==> src/rtl/freq_counter_bcd_if.sv <==
// Result handshake between the frequency counter and the display streamer.
// Signals:
//   digits    - packed BCD result, digit 0 in digits[3:0]
//   write_stb - result pending; transfer on write_stb & ready
//   ready     - consumer can accept a result
//   overflow  - window overflowed (only with FREQ_OVERFLOW_EN defined)
// Modports: master = counter side, slave = display side.
interface freq_counter_bcd_if #(
    parameter int unsigned DIGITS_NUM = 6
);
    logic [4*DIGITS_NUM-1:0] digits;
    logic                    write_stb;
    logic                    ready;
`ifdef FREQ_OVERFLOW_EN
    logic                    overflow;

    modport master (output digits, output write_stb, output overflow, input ready);
    modport slave  (input digits, input write_stb, input overflow, output ready);
`else
    modport master (output digits, output write_stb, input ready);
    modport slave  (input digits, input write_stb, output ready);
`endif
endinterface

==> src/rtl/freq_counter_bcd.sv <==
// Gated frequency counter with a cascaded BCD count.
// Counts rising edges of an asynchronous input over GATE_CYCLES clocks and
// offers each window's result as packed BCD on a latest-wins handshake.
// Build option FREQ_OVERFLOW_EN: saturate at all-9s and report overflow;
// without it the count wraps modulo 10^DIGITS_NUM silently.
// Ports:
//   clk_in    - clock
//   reset_in  - asynchronous active-high reset
//   signal_in - measured signal, asynchronous to clk_in
//   enable    - 1 = measure, 0 = gate idle (pending result kept)
//   disp_if   - result handshake (digits/write_stb/ready[/overflow])
module freq_counter_bcd #(
    parameter int unsigned DIGITS_NUM  = 6,
    parameter int unsigned GATE_CYCLES = 12000000,
    parameter int unsigned SYNC_STAGES = 2
) (
    input  logic               clk_in,
    input  logic               reset_in,
    input  logic               signal_in,
    input  logic               enable,
    freq_counter_bcd_if.master disp_if
);

    localparam int unsigned BCD_W  = 4 * DIGITS_NUM;
    localparam int unsigned GATE_W = (GATE_CYCLES > 1) ? $clog2(GATE_CYCLES) : 1;
    localparam logic [GATE_W-1:0] GATE_LAST = GATE_W'(GATE_CYCLES - 1);

    typedef enum logic {
        S_IDLE,
        S_COUNT
    } state_t;

    state_t                 state_q, state_d;
    logic [SYNC_STAGES-1:0] sync_q;
    logic                   edge_q;
    logic                   edge_pulse;
    logic [GATE_W-1:0]      gate_q, gate_d;
    logic [BCD_W-1:0]       bcd_q, bcd_d;
    logic [BCD_W-1:0]       bcd_next_c;
    logic                   carry_c;
    logic [BCD_W-1:0]       digits_q, digits_d;
    logic                   stb_q, stb_d;
`ifdef FREQ_OVERFLOW_EN
    logic                   win_ovf_q, win_ovf_d;
    logic                   ovf_q, ovf_d;
    logic                   sat_c;
`endif

    // Input synchronizer plus one flop for rising-edge detect
    always_ff @(posedge clk_in or posedge reset_in) begin
        if (reset_in) begin
            sync_q <= '0;
            edge_q <= 1'b0;
        end else begin
            sync_q <= {sync_q[SYNC_STAGES-2:0], signal_in};
            edge_q <= sync_q[SYNC_STAGES-1];
        end
    end

    assign edge_pulse = sync_q[SYNC_STAGES-1] & ~edge_q;

    // Cascaded BCD increment by edge_pulse; carry ripples through all digits
    always_comb begin
        bcd_next_c = bcd_q;
        carry_c    = edge_pulse;
        for (int i = 0; i < int'(DIGITS_NUM); i++) begin
            if (carry_c) begin
                if (bcd_q[4*i +: 4] == 4'd9) begin
                    bcd_next_c[4*i +: 4] = 4'd0;
                end else begin
                    bcd_next_c[4*i +: 4] = bcd_q[4*i +: 4] + 4'd1;
                    carry_c              = 1'b0;
                end
            end
        end
`ifdef FREQ_OVERFLOW_EN
        // Carry out of the top digit means the count was all-9s: hold it there
        sat_c = carry_c;
        if (carry_c) begin
            bcd_next_c = bcd_q;
        end
`endif
    end

    // Next-state and output logic
    always_comb begin
        state_d  = state_q;
        gate_d   = gate_q;
        bcd_d    = bcd_q;
        digits_d = digits_q;
        stb_d    = stb_q;
`ifdef FREQ_OVERFLOW_EN
        win_ovf_d = win_ovf_q;
        ovf_d     = ovf_q;
`endif

        // Accept clears the pending flag; a new result below re-sets it
        if (stb_q && disp_if.ready) begin
            stb_d = 1'b0;
        end

        case (state_q)
            S_IDLE: begin
                gate_d = '0;
                bcd_d  = '0;
`ifdef FREQ_OVERFLOW_EN
                win_ovf_d = 1'b0;
`endif
                if (enable) begin
                    state_d = S_COUNT;
                end
            end

            S_COUNT: begin
                if (!enable) begin
                    state_d = S_IDLE;
                    gate_d  = '0;
                    bcd_d   = '0;
`ifdef FREQ_OVERFLOW_EN
                    win_ovf_d = 1'b0;
`endif
                end else if (gate_q == GATE_LAST) begin
                    // Terminal cycle: include this cycle's edge, restart with no gap
                    digits_d = bcd_next_c;
                    stb_d    = 1'b1;
                    gate_d   = '0;
                    bcd_d    = '0;
`ifdef FREQ_OVERFLOW_EN
                    ovf_d     = win_ovf_q | sat_c;
                    win_ovf_d = 1'b0;
`endif
                end else begin
                    gate_d = gate_q + GATE_W'(1);
                    bcd_d  = bcd_next_c;
`ifdef FREQ_OVERFLOW_EN
                    win_ovf_d = win_ovf_q | sat_c;
`endif
                end
            end

            default: begin
                state_d = S_IDLE;
            end
        endcase
    end

    // State and datapath registers
    always_ff @(posedge clk_in or posedge reset_in) begin
        if (reset_in) begin
            state_q  <= S_IDLE;
            gate_q   <= '0;
            bcd_q    <= '0;
            digits_q <= '0;
            stb_q    <= 1'b0;
`ifdef FREQ_OVERFLOW_EN
            win_ovf_q <= 1'b0;
            ovf_q     <= 1'b0;
`endif
        end else begin
            state_q  <= state_d;
            gate_q   <= gate_d;
            bcd_q    <= bcd_d;
            digits_q <= digits_d;
            stb_q    <= stb_d;
`ifdef FREQ_OVERFLOW_EN
            win_ovf_q <= win_ovf_d;
            ovf_q     <= ovf_d;
`endif
        end
    end

    assign disp_if.digits    = digits_q;
    assign disp_if.write_stb = stb_q;
`ifdef FREQ_OVERFLOW_EN
    assign disp_if.overflow  = ovf_q;
`endif

endmodule
==> src/flat_wrapper.sv <==
// flat-port wrapper written by rule: the top's interface ports become plain ports
module freq_counter_bcd_flat 
#(
    parameter int unsigned DIGITS_NUM  = 6,
    parameter int unsigned GATE_CYCLES = 12000000,
    parameter int unsigned SYNC_STAGES = 2
)
  (clk_in, reset_in, signal_in, enable, disp_if_digits, disp_if_write_stb, disp_if_ready);
  freq_counter_bcd_if #(.DIGITS_NUM(DIGITS_NUM)) disp_if_i ();
  input  logic clk_in;
  input  logic reset_in;
  input  logic signal_in;
  input  logic enable;
  output wire logic [$bits(disp_if_i.digits)-1:0] disp_if_digits;
  output wire logic [$bits(disp_if_i.write_stb)-1:0] disp_if_write_stb;
  input wire logic [$bits(disp_if_i.ready)-1:0] disp_if_ready;
  assign disp_if_digits = disp_if_i.digits;
  assign disp_if_write_stb = disp_if_i.write_stb;
  assign disp_if_i.ready = disp_if_ready;
  freq_counter_bcd #(.DIGITS_NUM(DIGITS_NUM), .GATE_CYCLES(GATE_CYCLES), .SYNC_STAGES(SYNC_STAGES)) u_core (.clk_in(clk_in), .reset_in(reset_in), .signal_in(signal_in), .enable(enable), .disp_if(disp_if_i));
endmodule
==> config.mk <==
export PLATFORM = sky130hd
export DESIGN_NAME = freq_counter_bcd_flat
export DESIGN_NICKNAME = d
export VERILOG_FILES = /design/src/rtl/freq_counter_bcd_if.sv /design/src/rtl/freq_counter_bcd.sv /design/src/flat_wrapper.sv
export SDC_FILE = /design/constraint.sdc
export NUM_CORES = 1
export LEC_CHECK = 0
export BUFFER_PORTS_ARGS = -buffer_cell sky130_fd_sc_hd__clkbuf_2
export CORE_ASPECT_RATIO = 0.8
export CORE_UTILIZATION = 35
export DETAILED_ROUTE_END_ITERATION = 10
export GPL_ROUTABILITY_DRIVEN = 0
export PLACE_DENSITY = 0.58
export SLEW_MARGIN = 20
export SYNTH_ARGS = -nofsm -noshare
export SYNTH_HDL_FRONTEND = slang
export SYNTH_SLANG_ARGS = --single-unit
==> constraint.sdc <==
create_clock -name clk_in -period 2.78 [get_ports clk_in]
set_clock_uncertainty 0.15 [all_clocks]
set_input_delay 0 -clock clk_in [delete_from_list [all_inputs] [get_ports clk_in]]
set_output_delay 0 -clock clk_in [all_outputs]
set_load 0.1 [all_outputs]
==> flow_metrics.py, run 1 <==
metrics = {
    "grt": {
        "grt_pass1_wl_um": 11900,
        "grt_max_degree": 50,
        "grt-ovfl-total": 0,
        "grt_pass1_vias": 2442,
        "antenna_found_initial": 0,
        "grt.total_usage": 0.146,
    },
    "timing": {
        "setup_viol": 0,
        "fin_crit_sh": 0.796,
        "setup_tns_ns": 0,
        "slew_violations": 0,
        "fin_crit_ns": 2.21,
        "grt_setup_unrepaired": "false",
        "hold_violations": 0,
        "hold_ws_ns": 0.156,
        "tightestPinTransition_ns": 0.793,
        "slew_headroom": 0.471,
        "fmax_mhz": 452,
        "setup_ws_ns": 0.566,
    },
    "yosys": {
        "synthArstFlopShare": 1.00,
        "syn_inst": 346,
        "synth_top_cell_by_area": "dfrtp_1",
        "synth_edf_count": 0,
        "synth_fp_nets": 352,
        "synth-seq-cells": 77,
        "synth_warnings": 0,
        "yosys-top-cells-area": "dfrtp_1, nor2_1, xor2_1, a21oi_1, xnor2_1",
        "synth_cell_types": 41,
        "ys_seq_area_frac": 0.550,
        "yosys.area.top_type_share": 0.550,
        "ys.flop_type": "dfrtp_1",
        "syn_area_sq_um": 3510,
        "synth_area_per_cell_sq_um": 10.1,
    },
    "cells_and_area": {
        "synthToLayoutAreaGrowth_pct": 19.8,
        "n_antenna_cell": 0,
        "final_nets": 388,
        "design_area_sq_um": 4200,
        "multi_input_area_sq_um": 1490,
        "layout-drive-gt1-share": 0.152,
        "register_area_sq_um": 1930,
        "n_fill_cell": 946,
    },
    "clocking": {
        "clock_latency_ns": 0.34,
        "numCtsBuffers": 9,
        "cts.sinks": 77,
        "ctsLongestPathBuffers": 2,
        "clk_pin_slew_ns": 0.06,
        "cts_setup_buffers": 0,
        "cts_root_buf": "clkbuf_16",
        "htreeDepth": 3,
        "cts_tree": "done",
    },
    "critical_path": {
        "timing.setup.critical_path_class": "reg -> reg",
        "path_max_fanout": 49,
        "cp.required_ns": 2.88,
        "r2r_end": "u_core.disp_if.digits[23]",
        "crit_path_start_kind": "flop",
        "worst-r2r-setup-slack_ns": 0.57,
        "r2r_start": "u_core.gate_q[0]",
        "cp-startpoint": "u_core.gate_q[0]",
        "worst-r2r-cell-count": 6,
        "endpoint_kind": "flop",
        "cp.arrival_ns": 2.31,
    },
    "floorplan": {
        "dieHeight_um": 91.5,
        "fp-row-count": 32,
        "design.core.area_sq_um": 9690,
        "ioPinCount": 30,
        "die_x_um": 114,
        "dieArea_sq_um": 10400,
        "initial_core_util": 0.362,
    },
    "min_path": {
        "min_to": "u_core.sync_q[0]",
        "min_path_cells": 2,
        "holdCritStartpoint": "signal_in",
        "hold_class": "in -> reg",
    },
    "pwr": {
        "powerDensity_nw_per_um2": 605,
        "total_power_mw": 2.54,
        "cellLeakagePower_nw": 1.89,
        "peakVddDrop_mv": 0.346,
    },
    "detailed_routing": {
        "dr.pass1.iters": 4,
        "drt-initial-drc-count": 88,
        "avgViaCountPerCell": 4.77,
        "drc": 0,
        "antenna_left": 0,
        "num_vias": 2495,
        "finalWirelength_um": 6840,
        "route.detailed.wl_per_inst_um": 13.1,
    },
    "place": {
        "port_buffers": 29,
        "pre_cts_ws_ns": 0.575,
        "placed_cell_area_sq_um": 3810,
        "dp_hpwl_um": 4500,
    },
    "outcome": {
        "status": "completed",
    },
    "flow_run": {
        "cap_violations": 0,
    },
}
## final cells by class
type                    count  share of cell area
clock buffers              11              0.0578
flip-flops and latches     77               0.459
well taps                 136              0.0405
repair buffers             37              0.0542
clock inverters             5              0.0253
multi-input cells         248               0.356
inverters                   9             0.00804
## per-layer routing
metal  vias up  track usage  routed length (um)  part of all wire
met4         0       0.0584                 120             0.018
met2        35        0.224                3000              0.44
met3        10       0.0387                 216             0.032
met1      1196        0.196                3500              0.51
met5         -            0                   0                 0
li1       1254            -                   -                 -
## worst max path at each step
stage / end / slack [ns]
global placement: u_core.disp_if.digits[19] / 0.62
detailed placement: u_core.disp_if.digits[23] / 0.58
CTS: u_core.disp_if.digits[15] / 0.54
finish: u_core.disp_if.digits[23] / 0.57
global route: u_core.disp_if.digits[15] / 0.36
floorplan: u_core.bcd_q[0] / 0.66
## state kept, by name, summed over array words and instances, names as in the netlist
register and cells:
u_core.disp_if.write_stb 1, u_core.bcd_q 24, u_core.sync_q 2, u_core.edge_q 1, u_core.disp_if.digits 24, u_core.state_q 1, u_core.gate_q 24
## what timing repair did
action | CTS | global route
endpoints found under the hold margin | 49 | 0
hold buffers | 4 | 0
setup endpoints to repair | 0 | 0
resized for setup | 0 | 0
## Yosys cell counts (all sizes together) (2+ instances only)
| cell type | n |
|---|---|
| nor2 | 79 |
| dfrtp | 77 |
| a21oi | 27 |
| xor2 | 23 |
| nand2 | 18 |
| nand4 | 14 |
| buf | 12 |
| xnor2 | 11 |
| inv | 9 |
| and3 | 8 |
| nand3 | 7 |
| o21ai | 7 |
| nand2b | 6 |
| nor2b | 6 |
| nor4 | 5 |
| a31oi | 4 |
| mux2i | 4 |
| nor3 | 4 |
| nor3b | 3 |
| a21o | 2 |
| a22oi | 2 |
| and2 | 2 |
| and4 | 2 |
| nand4b | 2 |
| nor4b | 2 |
| o41ai | 2 |
## critical path, cell delays in order, from the launching register on
cell and delay (ns):
dfrtp_1 0.38, ha_1 0.24, nand4_2 0.32, nor4_4 0.33, buf_4 0.45, nor2_1 0.07, a31oi_1 0.18
## metrics by stage
stage | instances | util
floorplan | 346 | -
detailed placement | 503 | 0.393
global route | 523 | 0.434
CTS | 523 | 0.434
finish | 523 | 0.434
global placement | 503 | 0.393
## kinds of logic after synthesis
logic type,share of synthesized area
multiplexers,0.0114
flip-flops,0.550
buffers and inverters,0.0296
AO/OA/AOI/OAI,0.0814
AND/OR/NAND/NOR,0.239
XOR/XNOR,0.0849
adder cells (fa/ha/maj),0.00357
## power by group
group	switching (mW)	internal [mW]	total, mW
combinational	0.0396	0.0149	0.0545
clock	0.455	0.905	1.36
sequential	0.00359	1.13	1.13
total	0.498	2.05	2.54
## placed cells by master (no fill, tap or decap), drive strengths merged, types with 2 or more instances in the layout
master	Yosys	routed
inv	9	10
and3	8	8
nor3	4	4
nor4b	2	2
buf	12	4
nand4b	2	2
dfrtp	77	77
and2	2	2
clkbuf	0	40
a21oi	27	27
nor2b	6	6
o41ai	2	2
a31oi	4	4
nand2	18	18
and4	2	2
xor2	23	23
nor3b	3	3
dlygate4sd3	0	4
a22oi	2	2
bufinv	0	3
nor4	5	5
a21o	2	2
mux2i	4	4
nor2	79	79
nand2b	6	6
nand4	14	14
o21ai	7	7
nand3	7	7
xnor2	11	11
Power figures use the tool's default switching activity.
==> inputs of run 2 (changes only) <==
Settings changed: PLACE_DENSITY 0.58 to 0.59.
Clock period 2.78 ns to 1.8 ns, I/O delays scaled along.
==> flow_metrics.py, run 2 (synthesis gave the netlist of run 1 again) <==
metrics = {
    "outcome": {
        "status": "finished, violations left",
        "failed_checks": "setup timing",
    },
    "critical_path": {
        "endpoint_kind": "flop",
        "path_max_fanout": 7,
        "crit_slowest_cell": "dfrtp_1",
        "slowest_delay_ns": 0.39,
        "crit_chain": "nor4_2 -> nand4_1 -> buf_4 -> o311ai_4 -> buf_4 -> buf_6 -> buf_12 -> a21oi_2",
        "crit_path_start_kind": "flop",
        "timing.setup.critical_path_class": "reg -> reg",
        "cp.required_ns": 1.86,
        "cp_top_family": "buffers and inverters",
        "cp.arrival_ns": 2.05,
        "cp_num_buf_inv": 4,
        "cpMostUsedCell": "buf_4",
    },
    "cells_and_area": {
        "n_antenna_cell": 0,
        "register_area_sq_um": 1930,
        "layout-drive-gt1-share": 0.535,
        "final_nets": 472,
        "n_fill_cell": 786,
        "postLayoutCoreUtil": 0.590,
        "final_common_cell": "dfrtp_1",
        "final_cells": 607,
        "multi_input_area_sq_um": 2120,
        "most-common-layout-cells": "dfrtp_1, buf_4, nor2_4",
        "design_area_sq_um": 5720,
        "synthToLayoutAreaGrowth_pct": 63.1,
    },
    "clocking": {
        "numCtsBuffers": 9,
        "clk_pin_slew_ns": 0.06,
        "clock_latency_ns": 0.34,
        "htreeDepth": 3,
        "ctsLongestPathBuffers": 2,
        "cts.sinks": 77,
        "cts_root_buf": "clkbuf_16",
        "cts_tree": "done",
    },
    "detailed_routing": {
        "drc": 0,
        "drt-initial-drc-count": 168,
        "finalWirelength_um": 9590,
        "num_vias": 3041,
        "avgViaCountPerCell": 5.01,
        "dr.pass1.iters": 4,
        "antenna_left": 0,
        "route.detailed.wl_per_inst_um": 15.8,
    },
    "grt": {
        "grt-ovfl-total": 0,
        "grt_pass1_wl_um": 14400,
        "grt.total_usage": 0.182,
        "grt_pass1_vias": 2878,
        "antenna_found_initial": 0,
        "grt_max_degree": 60,
    },
    "place": {
        "placed_cell_area_sq_um": 4270,
        "pre_cts_ws_ns": -0.187,
        "place_inst": 557,
        "port_buffers": 29,
        "dp_hpwl_um": 4980,
    },
    "timing": {
        "tightestPinTransition_ns": 0.555,
        "fin_crit_sh": 1.11,
        "setup_tns_ns": -10.04,
        "setup_ws_ns": -0.190,
        "fmax_mhz": 502,
        "slew_violations": 0,
        "hold_ws_ns": 0.0569,
        "setup_viol": 73,
        "slew_headroom": 0.632,
        "hold_violations": 0,
        "grt_setup_unrepaired": "true",
        "fin_crit_ns": 1.99,
    },
    "pwr": {
        "peakVddDrop_mv": 0.484,
        "cellLeakagePower_nw": 2.44,
        "total_power_mw": 3.58,
        "powerDensity_nw_per_um2": 626,
    },
    "floorplan": {
        "dieArea_sq_um": 10400,
        "ioPinCount": 30,
        "dieHeight_um": 91.5,
        "design.core.area_sq_um": 9690,
        "fp-row-count": 32,
        "die_x_um": 114,
        "initial_core_util": 0.362,
    },
    "min_path": {
        "hold_class": "in -> async",
    },
    "flow_run": {
        "cap_violations": 0,
    },
}
==> run 2: cell count changes in the layout (fill, tap and decap cells not counted), moves of 5 or more <==
| cell | delta |
|---|---|
| buf_16 | +5 |
| a21oi_2 | +22 |
| nor2_2 | +20 |
| clkbuf_16 | +6 |
| buf_12 | +7 |
| a21oi_1 | -24 |
| nor2_4 | +50 |
| buf_4 | +55 |
| buf_6 | +10 |
| nor2_1 | -70 |
==> run 2: worst min-delay path, cell delays in order <==
cell and delay, ns:
dlygate4sd3_1 0.53, clkbuf_2 0.12, clkinvlp_4 0.30
==> run 2: final timing paths <==
check | from | to | slack, ns | cells after the start
worst max-delay path | u_core.gate_q[22] | u_core.bcd_q[15] | -0.19 | 8
worst min-delay path | reset_in | u_core.edge_q | 0.06 | 3
worst max register to register | u_core.gate_q[22] | u_core.bcd_q[15] | -0.19 | 8
worst min register to register | u_core.sync_q[0] | u_core.sync_q[1] | 0.21 | 0
max in group asynchronous | reset_in | u_core.disp_if.digits[22] | 0.81 | 4
min in group clk_in | signal_in | u_core.sync_q[0] | 0.15 | 2
==> run 2: final cells by class <==
| cell class | instances | share of cell area |
|---|---|---|
| clock inverters | 7 | 0.00744 |
| multi-input cells | 248 | 0.371 |
| clock buffers | 9 | 0.0394 |
| inverters | 9 | 0.00657 |
| well taps | 136 | 0.0298 |
| repair buffers | 121 | 0.209 |
| flip-flops and latches | 77 | 0.337 |
==> run 2: layer usage <==
layer,wire [um],global-route usage
met3,419,0.0634
met2,4770,0.291
met5,0,0
met1,4270,0.238
met4,124,0.0379
==> run 2: timing repair <==
item,in CTS,in global routing
pin swaps,28,36
setup buffers,11,9
setup endpoints to repair,73,73
hold buffers,4,0
gates resized for setup,66,120
gates cloned,7,7
endpoints found under the hold margin,80,0
==> run 2: report_power, final <==
part	switching [mW]	internal [mW]	total [mW]	leakage, nW
registers	0.00517	1.74	1.74	1.07
clock network	0.720	0.922	1.64	0.127
logic	0.111	0.0839	0.195	1.25
total	0.836	2.74	3.58	2.44
==> inputs of run 3 (changes only) <==
Settings changed: PLACE_DENSITY 0.59 to 0.58.
Clock period 1.8 ns to 2.2 ns, I/O delays scaled along.
==> flow_metrics.py, run 3 (synthesis gave the netlist of run 1 again) <==
metrics = {
    "critical_path": {
        "cp.required_ns": 2.24,
        "r2r_end": "u_core.disp_if.digits[19]",
        "crit_path_start_kind": "flop",
        "worst-r2r-setup-slack_ns": 0.15,
        "endpoint_kind": "flop",
        "r2r_start": "u_core.bcd_q[5]",
        "worst-r2r-cell-count": 4,
        "path_max_fanout": 7,
        "cp.arrival_ns": 2.08,
        "timing.setup.critical_path_class": "reg -> reg",
    },
    "cells_and_area": {
        "most-common-layout-cells": "nor2_1, dfrtp_1, clkbuf_2",
        "multi_input_area_sq_um": 1510,
        "n_fill_cell": 962,
        "n_antenna_cell": 0,
        "final_cells": 529,
        "register_area_sq_um": 1930,
        "synthToLayoutAreaGrowth_pct": 22.2,
        "postLayoutCoreUtil": 0.442,
        "final_nets": 394,
        "layout-drive-gt1-share": 0.168,
        "final_common_cell": "nor2_1",
    },
    "clocking": {
        "cts_root_buf": "clkbuf_16",
        "htreeDepth": 3,
        "numCtsBuffers": 9,
        "cts_tree": "done",
        "clock_latency_ns": 0.34,
        "clk_pin_slew_ns": 0.06,
        "ctsLongestPathBuffers": 2,
        "cts.sinks": 77,
    },
    "pwr": {
        "peakVddDrop_mv": 0.472,
        "powerDensity_nw_per_um2": 740,
        "cellLeakagePower_nw": 1.96,
        "total_power_mw": 3.17,
    },
    "place": {
        "dp_hpwl_um": 4700,
        "place_inst": 509,
        "port_buffers": 29,
    },
    "timing": {
        "hold_ws_ns": 0.131,
        "hold_violations": 0,
        "fmax_mhz": 488,
        "fin_crit_ns": 2.05,
        "tightestPinTransition_ns": 0.640,
        "setup_tns_ns": 0,
        "fin_crit_sh": 0.931,
        "slew_violations": 0,
        "setup_viol": 0,
        "grt_setup_unrepaired": "false",
        "slew_headroom": 0.573,
    },
    "detailed_routing": {
        "antenna_left": 0,
        "route.detailed.wl_per_inst_um": 13.0,
        "dr.pass1.iters": 4,
        "drt-initial-drc-count": 123,
        "avgViaCountPerCell": 4.82,
        "num_vias": 2552,
        "drc": 0,
        "finalWirelength_um": 6890,
    },
    "outcome": {
        "status": "completed",
    },
    "grt": {
        "grt_pass1_wl_um": 11700,
        "grt_max_degree": 47,
        "antenna_found_initial": 0,
        "grt_pass1_vias": 2361,
        "grt-ovfl-total": 0,
        "grt.total_usage": 0.147,
    },
    "floorplan": {
        "initial_core_util": 0.362,
        "fp-row-count": 32,
        "ioPinCount": 30,
        "dieArea_sq_um": 10400,
        "dieHeight_um": 91.5,
        "design.core.area_sq_um": 9690,
        "die_x_um": 114,
    },
    "min_path": {
        "hold_class": "in -> async",
    },
    "flow_run": {
        "cap_violations": 0,
    },
}
-- run 3: cell count changes in the layout (fill, tap and decap cells not counted), moves of 4 or more --
| cell | delta |
|---|---|
| buf_16 | -5 |
| nor2_1 | +70 |
| buf_4 | -51 |
| nor2_4 | -50 |
| clkbuf_16 | -6 |
| clkinvlp_4 | -4 |
| clkbuf_8 | +4 |
| buf_12 | -5 |
| a21oi_2 | -22 |
| a21oi_1 | +24 |
| buf_6 | -10 |
| nor2_2 | -20 |
-- run 3: timing repair --
action,in CTS,in global routing
hold buffers,4,0
hold endpoints to repair,28,0
endpoints found under the setup margin,0,4
setup buffers,0,0
gates resized for setup,0,2
-- run 3: routing by layer --
layer  vias up  part of all wire  GRT usage
met5         -                 0          0
met4         0             0.017     0.0552
met3         8             0.051     0.0467
met2        60              0.44      0.206
met1      1223              0.49      0.211
li1       1261                 -          -
-- run 3: cell type report --
class,instances,share of cell area
Tap cell,136,0.0397
Timing Repair Buffer,43,0.0695
Clock inverter,3,0.0152
Sequential cell,77,0.450
Clock buffer,13,0.0654
Inverter,9,0.00788
Multi-Input combinational cell,248,0.353
-- run 3: how the worst max path moves through the flow --
stage                                endpoint  slack [ns]        startpoint
floorplan                     u_core.bcd_q[0]        0.08          reset_in
global placement            u_core.gate_q[22]        0.15  u_core.gate_q[0]
detailed placement          u_core.gate_q[22]        0.14  u_core.gate_q[0]
CTS                         u_core.gate_q[22]        0.13  u_core.gate_q[0]
global route        u_core.disp_if.digits[19]        0.01   u_core.bcd_q[1]
finish              u_core.disp_if.digits[19]        0.15   u_core.bcd_q[5]
-- run 3: power by group --
group	internal [mW]	switching, mW	leakage [nW]
clock	1.11	0.554	0.172
sequential	1.42	0.00432	1.07
combinational	0.0238	0.0518	0.719
total	2.56	0.610	1.96
-- run 3: through the flow --
stage          setup slack (ns)  cell area (sq um)
6_report                  0.153               4290
4_1_cts                   0.128               4270
5_1_grt                  0.0101               4290
3_3_place_gp              0.148               3880
3_5_place_dp              0.136               3880
2_1_floorplan            0.0833               3510
-- run 3: worst max-delay path, stage by stage, from the launching register on --
cell and delay (ns):
dfrtp_1 0.42, and4bb_1 0.34, nand4_1 0.28, o41ai_1 0.57, a31oi_1 0.14
